## src/rtl/bram_arb_pkg.sv

```systemverilog
// Shared parameters and read-owner tag types for the two-port BRAM arbiter.
// Latency: n/a (types and constants only).
// Backpressure: n/a.
package bram_arb_pkg;

  localparam int ADDR_W_DEF = 10;
  localparam int DATA_W_DEF = 64;
  localparam int RD_LAT_DEF = 3;

  // Requester identity carried alongside each outstanding read
  typedef enum logic {
    OWN_M0 = 1'b0,
    OWN_M1 = 1'b1
  } owner_e;

  typedef struct packed {
    logic   vld;
    owner_e id;
  } rd_tag_t;

  // Round-robin: after serving one requester the other gets priority
  function automatic owner_e other_owner(input owner_e o);
    return (o == OWN_M0) ? OWN_M1 : OWN_M0;
  endfunction

endpackage

```

## src/rtl/bram_rd_tag_pipe.sv

```systemverilog
// Tracks the owner of every issued read so the fixed-latency return can be steered.
// Latency: a tag pushed with bram_start appears at head_o exactly RD_LAT cycles later.
// Backpressure: none; one push per cycle, returns are never stalled.
module bram_rd_tag_pipe
  import bram_arb_pkg::*;
#(
  parameter int RD_LAT = RD_LAT_DEF
) (
  input  logic    clk,
  input  logic    rst,
  input  logic    push_i,
  input  owner_e  push_id_i,
  output rd_tag_t head_o,
  output logic    mask_o
);

  localparam int                CNT_W    = $clog2(RD_LAT + 1);
  localparam logic [CNT_W-1:0]  CNT_INIT = CNT_W'(RD_LAT);

  rd_tag_t          tag_q [RD_LAT];
  logic [CNT_W-1:0] mask_cnt_q;

  // Shift one stage per cycle; reset drops every in-flight read
  always_ff @(posedge clk or posedge rst) begin
    if (rst) begin
      for (int i = 0; i < RD_LAT; i++) begin
        tag_q[i] <= '0;
      end
    end else begin
      tag_q[0] <= '{vld: push_i, id: push_id_i};
      for (int i = 1; i < RD_LAT; i++) begin
        tag_q[i] <= tag_q[i-1];
      end
    end
  end

  // Count down RD_LAT cycles after reset so stale driver returns are ignored
  always_ff @(posedge clk or posedge rst) begin
    if (rst) begin
      mask_cnt_q <= CNT_INIT;
    end else if (mask_cnt_q != '0) begin
      mask_cnt_q <= mask_cnt_q - 1'b1;
    end
  end

  assign head_o = tag_q[RD_LAT-1];
  assign mask_o = (mask_cnt_q != '0);

endmodule

```

## src/rtl/bram_arbiter.sv

```systemverilog
// Two-requester round-robin arbiter in front of a single fixed-latency BRAM port.
// Latency: grant is combinational; command issued 1 cycle later; read data RD_LAT after issue.
// Backpressure: requesters hold req until gnt; at most one grant per cycle, returns never stall.
module bram_arbiter
  import bram_arb_pkg::*;
#(
  parameter int ADDR_W = ADDR_W_DEF,
  parameter int DATA_W = DATA_W_DEF,
  parameter int RD_LAT = RD_LAT_DEF
) (
  input  logic              clk,
  input  logic              rst,
  input  logic              m0_req,
  input  logic              m0_wr,
  input  logic [ADDR_W-1:0] m0_addr,
  input  logic [DATA_W-1:0] m0_wdata,
  output logic              m0_gnt,
  output logic              m0_rvalid,
  output logic [DATA_W-1:0] m0_rdata,
  input  logic              m1_req,
  input  logic              m1_wr,
  input  logic [ADDR_W-1:0] m1_addr,
  input  logic [DATA_W-1:0] m1_wdata,
  output logic              m1_gnt,
  output logic              m1_rvalid,
  output logic [DATA_W-1:0] m1_rdata,
  output logic [ADDR_W-1:0] bram_addr,
  output logic [DATA_W-1:0] bram_wdata,
  output logic              bram_wr,
  output logic              bram_start,
  input  logic [DATA_W-1:0] bram_rdata,
  input  logic              bram_valid,
  output logic              err
);

  owner_e            prio_q, prio_d;
  logic              gnt0, gnt1;
  logic [ADDR_W-1:0] addr_q, addr_d;
  logic [DATA_W-1:0] wdata_q, wdata_d;
  logic              wr_q, wr_d;
  logic              start_q, start_d;
  owner_e            owner_q, owner_d;
  logic [DATA_W-1:0] rdata0_q, rdata1_q;
  logic              err_q, err_d;
  rd_tag_t           head;
  logic              mask;
  logic              ret_ok;

  // Round-robin grant; nothing is granted while reset is held
  always_comb begin
    gnt0   = 1'b0;
    gnt1   = 1'b0;
    prio_d = prio_q;
    if (!rst) begin
      if (m0_req && (!m1_req || prio_q == OWN_M0)) begin
        gnt0 = 1'b1;
      end else if (m1_req) begin
        gnt1 = 1'b1;
      end
    end
    if (gnt0 || gnt1) begin
      prio_d = other_owner(gnt0 ? OWN_M0 : OWN_M1);
    end
  end

  // Capture the granted command; strobes drop on idle, address and data hold
  always_comb begin
    addr_d  = addr_q;
    wdata_d = wdata_q;
    wr_d    = 1'b0;
    start_d = 1'b0;
    owner_d = owner_q;
    if (gnt0) begin
      addr_d  = m0_addr;
      wdata_d = m0_wdata;
      wr_d    = m0_wr;
      start_d = !m0_wr;
      owner_d = OWN_M0;
    end else if (gnt1) begin
      addr_d  = m1_addr;
      wdata_d = m1_wdata;
      wr_d    = m1_wr;
      start_d = !m1_wr;
      owner_d = OWN_M1;
    end
  end

  // Arbitration pointer and BRAM command registers
  always_ff @(posedge clk or posedge rst) begin
    if (rst) begin
      prio_q  <= OWN_M0;
      addr_q  <= '0;
      wdata_q <= '0;
      wr_q    <= 1'b0;
      start_q <= 1'b0;
      owner_q <= OWN_M0;
    end else begin
      prio_q  <= prio_d;
      addr_q  <= addr_d;
      wdata_q <= wdata_d;
      wr_q    <= wr_d;
      start_q <= start_d;
      owner_q <= owner_d;
    end
  end

  bram_rd_tag_pipe #(
    .RD_LAT (RD_LAT)
  ) u_tag_pipe (
    .clk       (clk),
    .rst       (rst),
    .push_i    (start_q),
    .push_id_i (owner_q),
    .head_o    (head),
    .mask_o    (mask)
  );

  assign ret_ok    = bram_valid && !mask;
  assign m0_rvalid = ret_ok && head.vld && (head.id == OWN_M0);
  assign m1_rvalid = ret_ok && head.vld && (head.id == OWN_M1);

  // A return landing on an empty tag slot is a driver protocol error
  always_comb begin
    err_d = err_q | (ret_ok && !head.vld);
  end

  // Sticky error flag and last-returned read data per requester
  always_ff @(posedge clk or posedge rst) begin
    if (rst) begin
      err_q    <= 1'b0;
      rdata0_q <= '0;
      rdata1_q <= '0;
    end else begin
      err_q <= err_d;
      if (m0_rvalid) rdata0_q <= bram_rdata;
      if (m1_rvalid) rdata1_q <= bram_rdata;
    end
  end

  assign m0_gnt     = gnt0;
  assign m1_gnt     = gnt1;
  assign m0_rdata   = m0_rvalid ? bram_rdata : rdata0_q;
  assign m1_rdata   = m1_rvalid ? bram_rdata : rdata1_q;
  assign bram_addr  = addr_q;
  assign bram_wdata = wdata_q;
  assign bram_wr    = wr_q;
  assign bram_start = start_q;
  assign err        = err_q;

endmodule

```

## config.mk

```make
export PLATFORM = sky130hd
export DESIGN_NAME = bram_arbiter
export DESIGN_NICKNAME = d
export VERILOG_FILES = /design/src/rtl/bram_arb_pkg.sv /design/src/rtl/bram_rd_tag_pipe.sv /design/src/rtl/bram_arbiter.sv
export SDC_FILE = /design/constraint.sdc
export NUM_CORES = 1
export LEC_CHECK = 0
export ABC_AREA = 1
export CAP_MARGIN = 20
export CELL_PAD_IN_SITES_DETAIL_PLACEMENT = 0
export CELL_PAD_IN_SITES_GLOBAL_PLACEMENT = 1
export CORE_UTILIZATION = 33
export CTS_BUF_LIST = sky130_fd_sc_hd__clkbuf_4 sky130_fd_sc_hd__clkbuf_8
export CTS_CLUSTER_DIAMETER = 120
export DETAILED_ROUTE_END_ITERATION = 6
export GPL_TIMING_DRIVEN = 0
export PLACE_DENSITY = 0.88
export SYNTH_ARGS = -nofsm -noshare
export SYNTH_HDL_FRONTEND = slang
export SYNTH_SLANG_ARGS = --single-unit
```

## constraint.sdc

```tcl
create_clock -name clk -period 8.7 [get_ports clk]
set_input_delay 1.305 -clock clk [delete_from_list [all_inputs] [get_ports clk]]
set_output_delay 1.305 -clock clk [all_outputs]
set_load 0.005 [all_outputs]
```

Yosys cells after proc, flatten, opt, wreduce, memory -nomap -nowiden. Cells that the tools add are included.

Output and inout port bits: 209. Bits of input ports: 219. Register bits: 215. Logic and storage cells: 53.

$add $sub $neg: 1. Bitwise operators: 3. Muxes and demuxes: 18. Reduce and logical (&&, ||, !) cells: 15.

Operator list (count): 64-bit two-way mux (4); 10-bit two-way mux (2); 1-bit two-way mux (12); 1-bit logical AND (6); 1-bit logical NOT (5); 2-bit nonzero test (2); 1-bit logical OR (2); 1-bit inverter (2); 2-bit by 1-bit subtractor with 2-bit output (second input constant) (1); 1-bit bitwise OR (1).

Depth between registers and ports, before layout.
Depth after elaboration: 7. Gate-level depth with buffers: 9. Gate-level depth less buffers: 7.

By module. A second synthesis with hierarchy kept.

Cells, all modules: 1325. Area, all modules: 10087.2 µm².

Modules (own cells, without submodules): bram_arbiter (times used 1, sequential area each 5180.0 µm², cells each 1305, area an instance 9821.9 µm²); bram_rd_tag_pipe (times used 1, sequential area each 202.7 µm², cells each 20, area an instance 265.3 µm²).

Worst setup path before layout. Ideal clock, no wire load.

Kind: in2reg. Start: input port rst. End: register addr_q[9] (netlist: bram_addr[9]). Path slack: 3.877 ns. Setup time: 0.063 ns. Required time: 8.637 ns. Stages on the path: 7. Data arrival time: 4.760 ns. Cell sequence: inv_2 > buf_2 > buf_2 > nand4_1 > nand2_1 > nand2_1 > inv_1.

Longest elaborated chain between the ends: 2. Elaborated cells between the ends (all ways): 4. Those cells by class: mux: 3; reduce/logical: 1.

RTL lines: start: declaration (line bram_arbiter.sv:12) `input logic rst,`; 1-bit two-way mux (line bram_arbiter.sv:54) `if (!rst) begin`; 10-bit two-way mux / 2-bit nonzero test (equally long branches); end signal: assignment (line bram_arbiter.sv:99) `addr_q <= addr_d;`; end: declaration (line bram_arbiter.sv:38) `logic [ADDR_W-1:0] addr_q, addr_d;`.

Parallel ways exist; a longest one is shown, timed or not. A chain may end at the register's enable or synchronous reset.

Worst setup path after layout.
Start: input port bram_valid. End: output port m0_rdata[52].

Longest elaborated chain between the ends: 4.

RTL lines: start: declaration (line bram_arbiter.sv:32) `input logic bram_valid,`; 1-bit logical AND (line bram_arbiter.sv:118) `assign ret_ok = bram_valid && !mask;`; 1-bit logical AND (2 in a row) (line bram_arbiter.sv:119) `assign m0_rvalid = ret_ok && head.vld && (head.id == OWN_M0);`; 64-bit two-way mux; end: declaration (line bram_arbiter.sv:19) `output logic [DATA_W-1:0] m0_rdata,`.

No other way between the ends.

==> metrics.txt <==
vias in the first global route 10,163; worst hold path class reg -> reg; fin area 15,710 um2; Syn Nets 1,539; kind of end point of the critical path primary output; CTS tree done; Die W 176.7 um; slowest CP cell clkdlybuf4s50_1; Cells after Synth 1,319; Global Route met3 Usage 8.484%; die area 31,220 um2; total design power 3412 uW; WS Path Type in -> out; crit path DAT 3680 ps; number of setup violations in the final report 0; max_cap viols 0; I/O pin total 428; Async SR Flop Fraction 100.0%; first-pass GRT wire length 55,720 um; remaining global-route overflow 0; share of cells above drive strength 1 7.320%; post-CTS setup buffer count 0; total CTS buffers 40; Worst VDD drop 0.1148 mV; via count 9,869; met2 Use GR 40.13%; Final Cycle Share 57.28%; Synth Cell Area 10,070 um2; Yosys cell types 19; power per cell area 217.2 nW/um2; Avg Inst Size Synth 7.636 um2; vias per cell 4.472; post-placement cell area 14,860 um2; Commonest cells post-synth 436 x nand2_1, 296 x inv_1, 213 x dfrtp_1, 122 x o21ai_0, 75 x nand3_1; Synth top area share 52.92%; Routed Antenna Nets 0; post-synth top area cell dfrtp_1; Clock Path Buffers 3; core area 29,800 um2; CTS clk-pin slew, worst paths 50 ps; top-count cell post-synth nand2_1; DRT Pass-1 Iters 5; fin nets 2,008; number of synthesized flops with an enable pin 0; Crit path max-delay family buffers and inverters; top area cells in the synthesized netlist dfrtp_1 53%, nand2_1 16%, inv_1 11%; cts hold-fix bufs 0; Data required, critical path 7390 ps; worst slew pin tran 863.1 ps; Layout area overhead 55.94%; worst skew pair latency 520 ps; GP Congestion 0.8769; Synth Flop Type dfrtp_1; worst setup margin 3717 ps; worst rel slew slack 42.46%; M1 GR Usage 26.36%; dpl ws 3638 ps; Slew Viols, Final 0; clk root buf clkbuf_8; die height 176.7 um; Starting Density 33.80%; post-synthesis sequential area ratio 53.44%; H-tree levels 2; synthesized flop and latch total 215; routed length per instance 16.24 um; drt drc 0; CP Cell Sequence clkdlybuf4s50_1 > nand2_1 > nor2_1 > nand2_1 > buf_2 > clkbuf_1 > o21ai_0 > clkdlybuf4s50_1; count of cells resized by post-cts repair 0; largest net degree at the start of global routing 118; Routed WL 35,840 um; unrepaired setup endpoints after global routing false; CTS sink count 215; IO Port Bufs 426; drt first-iter violations 364; hpwl dp 27,210 um; row cnt 63; Clock Skew 18.23 ps; Lkg Pwr 0.008328 uW; gr busiest metal met2; # diodes 0; CP Launch Type input port; crit-path max FO 10; Setup TNS 0 ps; Hold WS 346.3 ps; Final Hold Vio Count 0; critical path's largest stage delay 630 ps; f_max 200.7 MHz; crit path time final 4983 ps; antenna violations before repair 0; Synth warnings 0; total track usage 22.92%; outcome completed; Worst Path Buf+Inv 4
cell usage in the layout, fill, tap and decap left out, drive strengths merged:
cell type / instances
buf: 54
bufinv: 1
clkbuf: 95
clkdlybuf4s50: 426
clkinv: 5
clkinvlp: 1
dfrtp: 213
dfstp: 2
ha: 1
inv: 298
nand2: 436
nand3: 75
nand4: 74
nor2: 2
o21ai: 131
o21bai: 1
o22ai: 1
xnor2: 1
layout make-up:
cell class	count	area [um2]
Fill cell	2832	14090
Sequential cell	215	5383
Timing Repair Buffer	427	4292
Multi-Input combinational cell	722	3173
Inverter	297	1115
Clock buffer	63	773.2
Tap cell	390	488.0
Buffer	85	411.6
Clock inverter	8	71.32
worst register-to-register path, delay by kind of cell (launching register included):
family	cells	cell delay [ps]
buffers and inverters	3	690
DFF	1	540
adders and majority gates	1	230
AOI/OAI and AO/OA	1	310
and+or+nand+nor	3	260
power breakdown:
group	internal [uW]	leakage (uW)	switching, uW	total, uW
registers	1230	0.00263	79.3	1310
logic	607	0.00525	472	1080
clock network	595	0.000452	424	1020
per-layer routing:
layer,share of wire [%],vias up
met5,0,-
met4,1.8,0
met3,10,50
met2,49,363
met1,39,4524
li1,-,4932
flip-flops by register name, indices dropped and copies added, names as in the netlist:
| register | count |
|---|---|
| bram_addr | 10 |
| bram_start | 1 |
| bram_wdata | 64 |
| bram_wr | 1 |
| err | 1 |
| owner_q | 1 |
| prio_q | 1 |
| rdata0_q | 64 |
| rdata1_q | 64 |
| u_tag_pipe.head_o | 2 |
| u_tag_pipe.mask_cnt_q | 2 |
| u_tag_pipe.tag_q | 4 |
kinds of logic after synthesis:
group,synth area share [%]
flops,53.44
simple gates,24.65
xor+xnor,0.08697
fa+ha+maj,0.1242
compound gates,6.646
buf+inv,15.06
path summary, 6_finish.rpt:
path                                   endpoint  slack [ps]  cells past startpoint                     start
max                                m0_rdata[52]        3720                      8                bram_valid
min                        u_tag_pipe.head_o[1]         350                      0       u_tag_pipe.tag_q[3]
max reg2reg                        rdata0_q[52]        6470                      8  u_tag_pipe.mask_cnt_q[0]
min reg2reg                u_tag_pipe.head_o[1]         350                      0       u_tag_pipe.tag_q[3]
max in group asynchronous          rdata0_q[44]        5900                      5                       rst
min in group asynchronous        bram_wdata[57]        1720                      4                       rst
stage by stage:
step                cells  util, %
CTS                  2207    52.71
global route         2207    52.71
floorplan            1319        -
global placement     2135    49.75
finish               2207    52.71
detailed placement   2136    49.88
(Power assumes the default switching activity.)
